### src/rtl/pipe_pkg.sv
// Shared types and constants for the two-entry pipeline skid register.
// Latency: n/a (types, constants and a helper function only).
// Backpressure: n/a.
package pipe_pkg;

  // State encoding doubles as the occupancy count.
  typedef enum logic [1:0] {
    ST_EMPTY = 2'd0,
    ST_ONE   = 2'd1,
    ST_FULL  = 2'd2
  } state_e;

  // Widest payload supported; the NOP bubble is sliced down to DATA_W.
  localparam int NOP_W = 1024;
  localparam logic [NOP_W-1:0] NOP = '0;

  // Number of held entries for a given state.
  function automatic logic [1:0] occ_of(input state_e st);
    return logic'(st == ST_FULL) ? 2'd2 : (logic'(st == ST_ONE) ? 2'd1 : 2'd0);
  endfunction

endpackage

### src/rtl/pipe_sat_cnt.sv
// Saturating up-counter with synchronous clear.
// Latency: count reflects inc/clr one edge later.
// Backpressure: none; holds at all-ones once saturated.
module pipe_sat_cnt #(
  parameter int CNT_W = 16
) (
  input  logic             clk,
  input  logic             inc,
  input  logic             clr,
  output logic [CNT_W-1:0] cnt
);

  logic [CNT_W-1:0] cnt_q;
  logic [CNT_W-1:0] cnt_d;

  // Next count: clear wins, otherwise increment unless already at the ceiling.
  always_comb begin
    cnt_d = cnt_q;
    if (clr) begin
      cnt_d = '0;
    end else if (inc && (cnt_q != {CNT_W{1'b1}})) begin
      cnt_d = cnt_q + CNT_W'(1);
    end
  end

  // Count register.
  always_ff @(posedge clk) begin
    cnt_q <= cnt_d;
  end

  assign cnt = cnt_q;

endmodule

### src/rtl/pipe_skid_reg.sv
// Two-entry pipeline register (main + skid) with flush and stall counter.
// Latency: one edge from accept to out_valid when empty; strict FIFO order.
// Backpressure: in_ready is a flop, low only while both entries are held.
module pipe_skid_reg
  import pipe_pkg::*;
#(
  parameter int DATA_W = 64,
  parameter int CNT_W  = 16
) (
  input  logic              clk,
  input  logic              reset,
  input  logic              flush,
  input  logic              in_valid,
  input  logic [DATA_W-1:0] in_data,
  output logic              in_ready,
  output logic              out_valid,
  output logic [DATA_W-1:0] out_data,
  input  logic              out_ready,
  output logic [1:0]        occupancy,
  output logic [CNT_W-1:0]  stall_cnt
);

  localparam logic [DATA_W-1:0] NOP_DAT = NOP[DATA_W-1:0];

  state_e            state_q,    state_d;
  logic [DATA_W-1:0] main_q,     main_d;
  logic [DATA_W-1:0] skid_q,     skid_d;
  logic              in_ready_q, in_ready_d;

  logic accept;
  logic pop;
  logic stall_inc;

  assign out_valid = (state_q != ST_EMPTY);
  assign out_data  = main_q;
  assign in_ready  = in_ready_q;
  assign occupancy = occ_of(state_q);

  // Handshakes are masked by flush so a flushed cycle neither accepts nor pops.
  assign accept    = in_valid & in_ready_q & ~flush;
  assign pop       = out_valid & out_ready & ~flush;
  assign stall_inc = out_valid & ~out_ready & ~flush;

  // Next-state and datapath: flush empties everything, otherwise move entries by state.
  always_comb begin
    state_d = state_q;
    main_d  = main_q;
    skid_d  = skid_q;
    if (flush) begin
      state_d = ST_EMPTY;
      main_d  = NOP_DAT;
      skid_d  = NOP_DAT;
    end else begin
      unique case (state_q)
        ST_EMPTY: begin
          if (accept) begin
            main_d  = in_data;
            state_d = ST_ONE;
          end
        end
        ST_ONE: begin
          if (accept && pop) begin
            main_d = in_data;
          end else if (accept) begin
            skid_d  = in_data;
            state_d = ST_FULL;
          end else if (pop) begin
            main_d  = NOP_DAT;
            state_d = ST_EMPTY;
          end
        end
        ST_FULL: begin
          // in_ready is low here, so only a pop can move data.
          if (pop) begin
            main_d  = skid_q;
            skid_d  = NOP_DAT;
            state_d = ST_ONE;
          end
        end
        default: begin
          state_d = ST_EMPTY;
          main_d  = NOP_DAT;
          skid_d  = NOP_DAT;
        end
      endcase
    end
    in_ready_d = (state_d != ST_FULL);
  end

  // State, payload and ready registers; reset overrides flush and handshakes.
  always_ff @(posedge clk) begin
    if (reset) begin
      state_q    <= ST_EMPTY;
      main_q     <= NOP_DAT;
      skid_q     <= NOP_DAT;
      in_ready_q <= 1'b1;
    end else begin
      state_q    <= state_d;
      main_q     <= main_d;
      skid_q     <= skid_d;
      in_ready_q <= in_ready_d;
    end
  end

  pipe_sat_cnt #(
    .CNT_W (CNT_W)
  ) u_stall_cnt (
    .clk (clk),
    .inc (stall_inc),
    .clr (reset),
    .cnt (stall_cnt)
  );

endmodule

### config.mk
export PLATFORM = sky130hd
export DESIGN_NAME = pipe_skid_reg
export DESIGN_NICKNAME = d
export VERILOG_FILES = /design/src/rtl/pipe_pkg.sv /design/src/rtl/pipe_sat_cnt.sv /design/src/rtl/pipe_skid_reg.sv
export SDC_FILE = /design/constraint.sdc
export NUM_CORES = 1
export LEC_CHECK = 0
export BUFFER_PORTS_ARGS = -buffer_cell sky130_fd_sc_hd__buf_2
export CORE_ASPECT_RATIO = 1.25
export CORE_MARGIN = 2
export CORE_UTILIZATION = 25
export DETAILED_ROUTE_END_ITERATION = 8
export PLACE_DENSITY = 0.49
export SYNTH_ARGS = -nofsm -noshare
export SYNTH_HDL_FRONTEND = slang
export SYNTH_SLANG_ARGS = --single-unit
### constraint.sdc
create_clock -name clk -period 2.1 [get_ports clk]
set_clock_uncertainty 0.05 [all_clocks]
set_input_delay 0 -clock clk [delete_from_list [all_inputs] [get_ports clk]]
set_output_delay 0 -clock clk [all_outputs]
set_load 0.01 [all_outputs]
==> impl_metrics.env, run 1 <==
export IMPL_power_density_nw_per_um2=688.2
export IMPL_finalWirelength_um=25510
export IMPL_clock_path_buffers=2
export IMPL_maxCapViolations=0
export IMPL_max_slew_margin_rel=0.3589
export IMPL_worstSetupEndpointType="register"
export IMPL_grt_pass1_vias=7143
export IMPL_fin_crit_sh=0.9264
export IMPL_synth_most_common_cell="dfxtp_1"
export IMPL_synth_area_top_cells="dfxtp_1 (40%), nor3_1 (9.1%), mux2i_1 (8.9%), a221oi_1 (7.7%), nand4_1 (5.8%)"
export IMPL_multi_input_area_um2=3908
export IMPL_status="completed"
export IMPL_fin_nets=1110
export IMPL_syn_inst=875
export IMPL_drtPass1Iterations=4
export IMPL_synth_ff_latch_count=147
export IMPL_syn_area_per_cell_um2=8.329
export IMPL_synth_common_cells="dfxtp_1 (147), nor3_1 (132), nor2_1 (79), a21oi_1 (74), nand3_1 (69)"
export IMPL_max_freq_ghz=0.5141
export IMPL_async_flop_share=0
export IMPL_ctsRootBufferMaster="clkbuf_16"
export IMPL_ys_warnings_count=0
export IMPL_finalWorstSetupSlack_ps=154.7
export IMPL_period_needed_ps=1945
export IMPL_die_w_um=156.7
export IMPL_layout_drive_gt1_share=0.2308
export IMPL_cts_tree="done"
export IMPL_rows=69
export IMPL_yosys_most_used_dff="dfxtp_1"
export IMPL_hold_path_class="input pin to register"
export IMPL_regArea_um2=2950
export IMPL_cts_setup_buffers=0
export IMPL_portBuffers=152
export IMPL_dieHeight_um=194.9
export IMPL_setup_viol=0
export IMPL_cts_resized=0
export IMPL_setup_tns_ps=0
export IMPL_grt_usage=0.1637
export IMPL_synth_edf_count=0
export IMPL_vias=7480
export IMPL_ant_nets=0
export IMPL_cp_required_ps=2370
export IMPL_via_per_inst=5.184
export IMPL_drt_iter0_markers=537
export IMPL_synth_area_um2=7288
export IMPL_dp_slack_ps=118.3
export IMPL_hold_violations=0
export IMPL_tightest_slew_ps=961.6
export IMPL_syn2layout_area_growth_pct=33.80
export IMPL_cp_arrival_ps=2220
export IMPL_numCtsBuffers=17
export IMPL_clkLatencyLatePin_ps=430
export IMPL_criticalPathCategory="register to register"
export IMPL_rsz0062_at_grt="no"
export IMPL_syn_num_nets=945
export IMPL_place_gp_congestion=0.7284
export IMPL_clk_pin_slew_ps=70
export IMPL_grt_pass1_wl_um=39870
export IMPL_dpl_hpwl_um=14860
export IMPL_pin_count=153
export IMPL_cts_max_level=4
export IMPL_route_detailed_drc=0
export IMPL_wl_per_cell_um=17.67
export IMPL_yosys_area_top_type="dfxtp_1"
export IMPL_peakVddDrop_mv=0.3629
export IMPL_n_antenna_cell=0
export IMPL_fillers=3004
export IMPL_yosysSeqAreaShare=0.4038
export IMPL_worst_setup_path_start_kind="register"
export IMPL_synth_cell_types=46
export IMPL_antenna_found_initial=0
export IMPL_drv_slew=0
export IMPL_cts_sinks=147
export IMPL_grt_max_degree=70
export IMPL_die_area_um2=30540
export IMPL_p_leak_nw=3.537
export IMPL_start_util=0.2550
export IMPL_core_area_um2=28580
export IMPL_crit_fanout=7
export IMPL_synth_top_area_frac=0.4038
export IMPL_gr_total_overflow=0
per-layer routing:
metal | GRT usage | vias up | wire [µm] | share of wire
met1 | 0.2030 | 3642 | 11110 | 0.44
met3 | 0.02832 | 23 | 886 | 0.035
met5 | 0 | - | 0 | 0
met2 | 0.2875 | 181 | 13030 | 0.51
met4 | 0.04723 | 0 | 480 | 0.019
li1 | - | 3634 | - | -
where the power goes:
part           total, mW  switching, mW  internal (mW)  leakage [nW]
logic              0.762          0.422          0.340          2.07
clock network       3.09           1.38           1.70         0.281
registers           2.86         0.0287           2.83          1.19
worst max-delay path, stage by stage (launching register included):
cell	delay [ps]
dfxtp_1	400
ha_1	220
nand3_2	90
buf_4	160
nor2_1	390
a21oi_1	210
mux2_2	310
path summary, 6_finish.rpt:
| path | startpoint | endpoint | slack (ps) | cells after the start |
|---|---|---|---|---|
| hold reg to reg | skid_q[2] | skid_q[2] | 410 | 2 |
| setup / recovery | u_stall_cnt.cnt[0] | u_stall_cnt.cnt[0] | 150 | 6 |
| hold / removal | flush | u_stall_cnt.cnt[8] | 110 | 5 |
| setup reg to reg | u_stall_cnt.cnt[0] | u_stall_cnt.cnt[0] | 150 | 6 |
cell usage in the layout, fill, tap and decap left out, types with 17 or more instances in the layout:
master / Yosys / routed
dlygate4sd3_1: 0 / 66
buf_4: 2 / 20
clkbuf_16: 0 / 17
nand4_1: 68 / 68
buf_2: 57 / 152
nor2_1: 79 / 78
dfxtp_1: 147 / 145
nand3_1: 69 / 69
mux2i_1: 65 / 65
nor3_1: 132 / 132
a221oi_1: 64 / 64
a21oi_1: 74 / 74
sequential cells by signal, summed over array words and instances, names as in the netlist:
| signal | cells |
|---|---|
| u_stall_cnt.cnt | 16 |
| skid_q | 64 |
| in_ready | 1 |
| state_q | 2 |
| out_data | 64 |
stage by stage:
stage	hold WS (ps)	instance area [µm²]	cells	power, mW	utilization
CTS	81.24	9743	1442	6.808	0.3410
global placement	259.2	8499	1344	3.590	0.2974
floorplan	127.9	7288	875	3.304	-
global route	125.6	9752	1443	7.020	0.3413
detailed placement	264.0	8499	1344	3.588	0.2974
finish	106.5	9752	1443	6.711	0.3413
final cells by class:
type,instances,share of cell area
multi-input combinational,621,0.4007
clock inverter,14,0.01475
timing repair buffer,250,0.1858
inverter,3,0.001155
clock buffer,18,0.04503
tap,390,0.05004
sequential,147,0.3025
cells by family after synthesis:
logic type / Yosys count / synth area share
AO/OA/AOI/OAI: 153 / 0.1435
adder cells (fa/ha/maj): 1 / 0.001716
buffers and inverters: 108 / 0.06661
flip-flops: 147 / 0.4038
multiplexers: 74 / 0.1032
AND/OR/NAND/NOR: 392 / 0.2812
repair_timing:
action                                  4_1_cts  5_1_grt
endpoints found under the setup margin        0       10
hold endpoints to repair                    135        0
hold buffers                                 66        0
Note: power is estimated with default switching activity, not from simulation.
==> run 2, diff against run 1 <==
ABC_AREA = 1   (was default)
==> impl_metrics.env, run 2 <==
export IMPL_status="completed"
export IMPL_synth_cell_types=27
export IMPL_finalWirelength_um=24440
export IMPL_route_detailed_drc=0
export IMPL_crit_fanout=34
export IMPL_synth_area_um2=7492
export IMPL_syn_num_nets=1251
export IMPL_hold_start="in_valid"
export IMPL_cp_slowest_stage_delay_ps=430
export IMPL_place_gp_congestion=0.7565
export IMPL_maxCapViolations=0
export IMPL_portBuffers=152
export IMPL_synth_most_common_cell="nand2_1"
export IMPL_hold_path_class="input pin to register"
export IMPL_path_buf_inv=4
export IMPL_yosys_area_share_simple=0.3305
export IMPL_n_antenna_cell=0
export IMPL_startpoint="state_q[1]"
export IMPL_die_w_um=158.8
export IMPL_synth_common_cells="nand2_1 (393), dfxtp_1 (147), a21oi_1 (141), inv_1 (123), nand3_1 (111)"
export IMPL_worst_setup_path_start_kind="register"
export IMPL_peakVddDrop_mv=0.4500
export IMPL_clk_pin_slew_ps=60
export IMPL_cts_resized=0
export IMPL_fin_nets=1437
export IMPL_fillers=3210
export IMPL_synth_ff_latch_count=147
export IMPL_max_freq_ghz=0.5645
export IMPL_syn2layout_area_growth_pct=33.25
export IMPL_setup_viol=0
export IMPL_rsz0062_at_grt="no"
export IMPL_finalWorstSetupSlack_ps=328.4
export IMPL_drtPass1Iterations=5
export IMPL_drv_slew=0
export IMPL_gr_total_overflow=0
export IMPL_fin_crit_sh=0.8436
export IMPL_via_per_inst=4.438
export IMPL_synth_area_top_cells="dfxtp_1 (39%), nand2_1 (20%), a21oi_1 (9.4%), nand3_1 (7.4%), inv_1 (6.2%)"
export IMPL_layout_drive_gt1_share=0.1667
export IMPL_grt_max_degree=42
export IMPL_dieHeight_um=197.6
export IMPL_ff2ff_setup_slack_ps=370
export IMPL_layout_common_cells="nand2_1 (391), buf_2 (152), dfxtp_1 (147)"
export IMPL_whs_ps=105.1
export IMPL_layout_commonest_cell="nand2_1"
export IMPL_cp_arrival_ps=1720
export IMPL_start_util=0.2554
export IMPL_syn_area_per_cell_um2=6.344
export IMPL_yosys_area_top_type="dfxtp_1"
export IMPL_dp_cells=1677
export IMPL_cts_sinks=147
export IMPL_wl_per_cell_um=13.76
export IMPL_clkLatencyLatePin_ps=430
export IMPL_yosys_most_used_dff="dfxtp_1"
export IMPL_cts_max_level=4
export IMPL_grt_pass1_wl_um=39430
export IMPL_clock_path_buffers=2
export IMPL_cts_setup_buffers=0
export IMPL_rows=70
export IMPL_cts_tree="done"
export IMPL_final_cells=1776
export IMPL_power_density_nw_per_um2=668.2
export IMPL_synth_top_family_by_area="simple AND/OR/NAND/NOR gates"
export IMPL_cp_required_ps=2050
export IMPL_ant_nets=0
export IMPL_synth_adder_area_share=0.001670
export IMPL_dpl_hpwl_um=15210
export IMPL_total_power_mw=6.671
export IMPL_detailed_place_area_um2=8718
export IMPL_fin_util=0.3403
export IMPL_design_area_um2=9983
export IMPL_crit_slowest_cell="dfxtp_1"
export IMPL_max_slew_margin_rel=0.6744
export IMPL_r2r_start="state_q[0]"
export IMPL_ctsRootBufferMaster="clkbuf_16"
export IMPL_syn_inst=1181
export IMPL_synthXorXnorAreaFrac=0.007014
export IMPL_vias=7882
export IMPL_period_needed_ps=1772
export IMPL_grt_usage=0.1562
export IMPL_worstSetupEndpointType="output pin"
export IMPL_muxShareOfSynthArea=0
export IMPL_criticalPathCategory="register to output pin"
export IMPL_antenna_found_initial=0
export IMPL_crit_chain="inv_2, nand2_2, buf_4, inv_1, buf_2"
export IMPL_numCtsBuffers=17
export IMPL_async_flop_share=0
export IMPL_p_leak_nw=4.149
export IMPL_dp_slack_ps=376.8
export IMPL_core_area_um2=29340
export IMPL_synth_compound_area_frac=0.1515
export IMPL_ys_warnings_count=0
export IMPL_pin_count=153
export IMPL_synth_top_area_frac=0.3928
export IMPL_setup_tns_ps=0
export IMPL_synth_edf_count=0
export IMPL_yosysSeqAreaShare=0.3928
export IMPL_grt_pass1_vias=7720
export IMPL_path_delay_family="buffers and inverters"
export IMPL_hold_violations=0
export IMPL_die_area_um2=31380
export IMPL_drt_iter0_markers=389
export IMPL_tightest_slew_ps=488.4
[run 2: cell types whose count changed in the layout (fill, tap and decap cells not counted), sizes merged, moves of 9 or more]
cell,delta
nand3,+41
mux2i,-65
nand4,-65
o211ai,+27
a21oi,+67
nor2,+14
nor3,-128
a221oi,-64
mux2,-9
o21ai,+40
nor2b,-10
nand2,+391
inv,+119
[run 2: cell type report]
| type | count | area (µm²) | area share |
|---|---|---|---|
| Inverter | 126 | 475.5 | 0.04763 |
| Clock inverter | 13 | 151.4 | 0.01516 |
| Tap cell | 396 | 495.5 | 0.04963 |
| Multi-Input combinational cell | 826 | 3706 | 0.3712 |
| Clock buffer | 19 | 442.9 | 0.04437 |
| Timing Repair Buffer | 249 | 1769 | 0.1772 |
| Sequential cell | 147 | 2943 | 0.2948 |
[run 2: power by group]
part	switching (mW)	internal, mW	total, mW
Clock	1.34	1.80	3.14
Combinational	0.400	0.293	0.693
Sequential	0.0183	2.82	2.84
[run 2: timing repair]
item,4_1_cts,5_1_grt
hold endpoints to repair,139,0
setup endpoints to repair,0,0
hold buffers,67,0
[run 2: cells by family (layout without fill, tap and decap cells)]
family,Yosys count,count (layout)
fa+ha+maj,1,1
simple gates,608,608
flops,147,147
xor+xnor,6,6
buf+inv,208,407
compound gates,211,211
[run 2: worst paths after layout]
| check | to | cells after the start |
|---|---|---|
| setup / recovery | occupancy[0] | 5 |
| hold / removal | state_q[0] | 6 |
| setup reg to reg | skid_q[38] | 7 |
| hold reg to reg | out_data[25] | 2 |
[run 2: per-layer routing]
metal	wire length (µm)	vias up	global-route usage
met1	11440	3605	0.1933
met4	280	0	0.04689
met5	0	-	0
met2	11800	159	0.2780
li1	-	4106	-
met3	911	12	0.02582
[run 2: worst register-to-register path: stages (launching register included)]
cell     delay [ps]
dfxtp_1         440
nor2_4          100
nor2_8          100
nand2_4         100
o21ai_4         170
buf_4           400
nand3_1         140
a21oi_1         170
